### src/rtl/mux_n_skid.sv
// mux_n_skid
//   N-way operand select feeding a registered two-entry valid/ready skid stage.
//   One entry is accepted per cycle (chosen by sel) and presented the cycle after.
//   Both in_ready and out_valid come straight from registers, so there is no
//   combinational path from out_ready back to in_ready.
//
// Handshake: a transfer happens on a rising edge where valid && ready are both
//   high. An accept is in_valid && in_ready && !flush. A pop is
//   out_valid && out_ready. A held head (out_valid && !out_ready) keeps
//   out_data/out_err stable.
//
// Ports
//   clk        rising-edge clock
//   reset      synchronous active-high reset
//   in_data    N packed inputs, input k at [k*WIDTH +: WIDTH]
//   sel        input select, sampled on accept
//   in_valid   producer offers an entry
//   in_ready   block can accept (registered)
//   flush      drop every held entry and any same-cycle offer
//   out_data   head entry data
//   out_err    head entry was captured with sel >= N
//   out_valid  head entry valid
//   out_ready  consumer takes the head entry
//   dbg_state  current FSM state (0 EMPTY, 1 ONE, 2 TWO)
module mux_n_skid #(
  parameter int WIDTH = 32,
  parameter int N     = 4,
  parameter int SELW  = $clog2(N)
) (
  input  logic               clk,
  input  logic               reset,
  input  logic [N*WIDTH-1:0] in_data,
  input  logic [SELW-1:0]    sel,
  input  logic               in_valid,
  output logic               in_ready,
  input  logic               flush,
  output logic [WIDTH-1:0]   out_data,
  output logic               out_err,
  output logic               out_valid,
  input  logic               out_ready,
  output logic [1:0]         dbg_state
);

  typedef enum logic [1:0] {
    ST_EMPTY = 2'd0,
    ST_ONE   = 2'd1,
    ST_TWO   = 2'd2
  } state_t;

  state_t             r_state;
  logic               r_in_ready;
  logic               r_out_valid;
  logic [WIDTH-1:0]   r_main_data;
  logic               r_main_err;
  logic [WIDTH-1:0]   r_skid_data;
  logic               r_skid_err;

  logic [31:0]        w_sel_ext;
  logic               w_sel_err;
  logic [WIDTH-1:0]   w_mux_data;
  logic               w_accept;
  logic               w_pop;

  assign w_sel_ext = 32'(sel);
  // Only reachable for non-power-of-2 N; the entry then carries zero data.
  assign w_sel_err = (w_sel_ext >= 32'(N));

  always_comb begin
    w_mux_data = '0;
    for (int k = 0; k < N; k++) begin
      if (w_sel_ext == 32'(k)) begin
        w_mux_data = in_data[k*WIDTH +: WIDTH];
      end
    end
  end

  assign w_accept = in_valid && r_in_ready && !flush;
  assign w_pop    = r_out_valid && out_ready;

  always_ff @(posedge clk) begin
    if (reset) begin
      r_state     <= ST_EMPTY;
      r_in_ready  <= 1'b1;
      r_out_valid <= 1'b0;
      r_main_data <= '0;
      r_main_err  <= 1'b0;
      r_skid_data <= '0;
      r_skid_err  <= 1'b0;
    end else if (flush) begin
      // Data registers keep stale contents; only the control state clears.
      r_state     <= ST_EMPTY;
      r_in_ready  <= 1'b1;
      r_out_valid <= 1'b0;
    end else begin
      case (r_state)
        ST_EMPTY: begin
          if (w_accept) begin
            r_main_data <= w_mux_data;
            r_main_err  <= w_sel_err;
            r_state     <= ST_ONE;
            r_out_valid <= 1'b1;
          end
        end
        ST_ONE: begin
          if (w_accept && w_pop) begin
            // Replace the head in place: no bubble.
            r_main_data <= w_mux_data;
            r_main_err  <= w_sel_err;
          end else if (w_accept) begin
            r_skid_data <= w_mux_data;
            r_skid_err  <= w_sel_err;
            r_state     <= ST_TWO;
            r_in_ready  <= 1'b0;
          end else if (w_pop) begin
            r_state     <= ST_EMPTY;
            r_out_valid <= 1'b0;
          end
        end
        ST_TWO: begin
          if (w_pop) begin
            r_main_data <= r_skid_data;
            r_main_err  <= r_skid_err;
            r_state     <= ST_ONE;
            r_in_ready  <= 1'b1;
          end
        end
        default: begin
          r_state     <= ST_EMPTY;
          r_in_ready  <= 1'b1;
          r_out_valid <= 1'b0;
        end
      endcase
    end
  end

  assign in_ready  = r_in_ready;
  assign out_valid = r_out_valid;
  assign out_data  = r_main_data;
  assign out_err   = r_main_err;
  assign dbg_state = r_state;

endmodule

### config.mk
export PLATFORM = sky130hd
export DESIGN_NAME = mux_n_skid
export DESIGN_NICKNAME = d
export VERILOG_FILES = /design/src/rtl/mux_n_skid.sv
export SDC_FILE = /design/constraint.sdc
export NUM_CORES = 1
export LEC_CHECK = 0
export ABC_AREA = 1
export BUFFER_PORTS_ARGS = -buffer_cell sky130_fd_sc_hd__buf_2
export CORE_ASPECT_RATIO = 1.2
export CORE_MARGIN = 5
export CORE_UTILIZATION = 50
export DETAILED_ROUTE_END_ITERATION = 8
export MAX_ROUTING_LAYER = met4
export PLACE_DENSITY = 0.86
export SLEW_MARGIN = 0
export SYNTH_ARGS = -nofsm -noshare
export SYNTH_HDL_FRONTEND = slang
export SYNTH_SLANG_ARGS = --single-unit
### constraint.sdc
create_clock -name clk -period 2.6 [get_ports clk]
set_input_delay 0.52 -clock clk [delete_from_list [all_inputs] [get_ports clk]]
set_output_delay 0.52 -clock clk [all_outputs]
set_load 0.02 [all_outputs]
==> metrics.yaml <==
drt:
  first_iter_violations: 289
  drtAntennaViolNets: 0
  drc: 0
  vias: 4888
  drt-total-wl_um: 13800
  post_drt_wl_per_cell_um: 15.0
  first_pass_iters: 5
  via_per_inst: 5.33
floorplan:
  rows: 36
  die-width_um: 92.5
  ioPinCount: 172
  dieArea_sq_mm: 0.0101
  start_util_pct: 50.6
  core_sq_mm: 0.00806
  die_h_um: 109
synthesis:
  async_flop_share_pct: 0
  synth_top_area_cell: "dfxtp_1"
  synth.distinct_cells: 24
  synth_common_cells: "171 x nand2_1, 101 x nor2_1, 97 x nand3_1"
  synth_edf_count: 0
  avgSynthCellArea_sq_um: 6.07
  mappedNetlistArea_sq_mm: 0.00408
  synthTopCellsByArea: "dfxtp_1 33%, nand2_1 16%, nand3_1 12%"
  yosysSeqAreaShare_pct: 33.4
  synth-seq-cells: 68
  synth_most_common_cell: "nand2_1"
  synth_fp_nets: 807
  synthFlopType: "dfxtp_1"
  yosysTopAreaCellShare_pct: 33.4
  postSynthCellCount: 672
  yosysWarnings: 0
setup_path:
  reg2reg_from: "out_valid"
  endpoint_kind: "flop"
  crit_required_ns: 2.84
  critPathLaunchType: "primary input"
  path_cells: "buf_2 > nand2_1 > or2_2 > nand2_1 > nor2_1 > nor2_1 > nor2_1"
  crit_family: "simple AND/OR/NAND/NOR gates"
  crit_path_start: "sel[1]"
  cpPeakStageDelay_ns: 0.57
  critPathSlowestCell: "nand2_1"
  crit_top_cell: "nor2_1"
  cp.arrival_ns: 2.18
  crit_fanout: 32
  path_buf_inv: 1
  critical_path_class: "primary input to flop"
timing:
  finalHoldViolations: 0
  clock_skew_ns: 0.0100
  rsz0062_at_grt: "false"
  setup_viol: 0
  worst_hold_slack_ns: 0.466
  tightestPinTransition_ns: 0.853
  max_freq_mhz: 516
  finalCritPeriodShare_pct: 74.6
  fin_crit_ns: 1.94
  slew_viol_final: 0
  tns_ns: 0
  setup_slack_ns: 0.661
  max-slew-margin-rel_pct: 43.0
clocking:
  htreeDepth: 3
  clockBufferDepth: 2
  clk-insertion-delay-late_ns: 0.35
  post_cts_buffers: 0
  cts_sinks: 68
  cts_resized: 0
  cts_tree: "done"
  clk_pin_slew_worst_paths_ns: 0.08
  cts_root_buffer: "clkbuf_8"
  cts_hold_buf: 0
  cts_made_buffers: 9
cells_and_area:
  diodes: 0
  drive_gt1_share_pct: 25.5
  nNetsFinal: 952
  syn_to_final_growth_pct: 26.5
  n_fill_cell: 769
power_and_ir_drop:
  power_density_mw_per_mm2: 532
  ir_drop_uv: 309
  leakage_uw: 0.00259
  total_power_uw: 2740
place:
  portBuffers: 170
  place_congestion: 0.905
  hpwl_um: 10300
  dp_slack_ns: 0.294
worst_hold_path:
  worstHoldPathType: "primary input to flop"
  min_from: "reset"
grt:
  grt_max_degree: 44
  grt.total_usage_pct: 28.0
  gr-total-overflow: 0
  antenna_found_initial: 0
  grt_pass1_vias: 4678
  grt_pass1_wl_um: 21600
run:
  cap_viol_max_count: 0
run_status:
  status: "finished, final reports clean"
[layer usage]
metal / vias up / wire (um) / GRT usage [%]
li1: 2438 / - / -
met2: 194 / 7260 / 49.7
met5: - / 0 / -
met4: 0 / 476 / 12.6
met1: 2219 / 5230 / 30.7
met3: 37 / 824 / 4.62
[sequential cells by signal, indices dropped and copies added (netlist names)]
register	cells
out_data	32
r_skid_data	32
dbg_state	2
in_ready	1
out_valid	1
[report_power, final]
group          internal (uW)  switching [uW]  leakage [uW]
clock network            663             423      0.000122
logic                    209             338       0.00192
registers               1090            26.6      0.000553
total                   1960             787       0.00259
[logic make-up (layout without fill, tap and decap cells)]
logic type	Yosys count	in the layout	synth area share (%)
compound gates	106	106	13.1
buf+inv	90	240	10.4
flops	68	68	33.4
other cells	1	1	0.0919
simple gates	407	407	43.0
[worst min-delay path, stage by stage]
cell	delay [ns]
buf_2	0.09
nor2_1	0.05
o21ai_0	0.07
a21oi_1	0.04
[cell usage in the layout (no fill, tap or decap), types with 2 or more instances in the layout]
master | netlist | routed
nor2_2 | 3 | 3
nor2_4 | 1 | 3
nor2_1 | 101 | 99
buf_12 | 0 | 2
a21oi_1 | 37 | 37
buf_4 | 5 | 10
or2_0 | 14 | 14
inv_2 | 2 | 2
dfxtp_1 | 68 | 68
o21ai_1 | 12 | 12
buf_2 | 25 | 170
nand3_1 | 97 | 97
clkbuf_8 | 0 | 10
nand2_1 | 171 | 171
or2_1 | 16 | 16
bufinv_16 | 0 | 3
or2_2 | 2 | 2
o21ai_0 | 55 | 55
inv_1 | 39 | 39
[layout make-up]
cell class | instances | area (sq um) | share of cell area [%]
multi-input combinational | 514 | 2310 | 44.7
tap | 95 | 119 | 2.30
timing repair buffer | 182 | 966 | 18.7
clock inverter | 6 | 111 | 2.16
clock buffer | 10 | 138 | 2.67
sequential | 68 | 1360 | 26.4
inverter | 42 | 158 | 3.05
[metrics by stage]
stage	instance area, sq um	cells	util (%)
floorplan	4080	672	-
global placement	4910	901	60.9
detailed placement	4910	901	60.9
CTS	5160	917	64.0
global route	5160	917	64.0
finish	5160	917	64.0
[worst paths after layout]
path / slack, ns / end / cells after the start
max: 0.66 / out_data[26] / 7
min: 0.47 / dbg_state[0] / 4
max reg2reg: 0.73 / out_data[1] / 8
min reg2reg: 0.49 / in_ready / 2
Power figures use the tool's default switching activity.
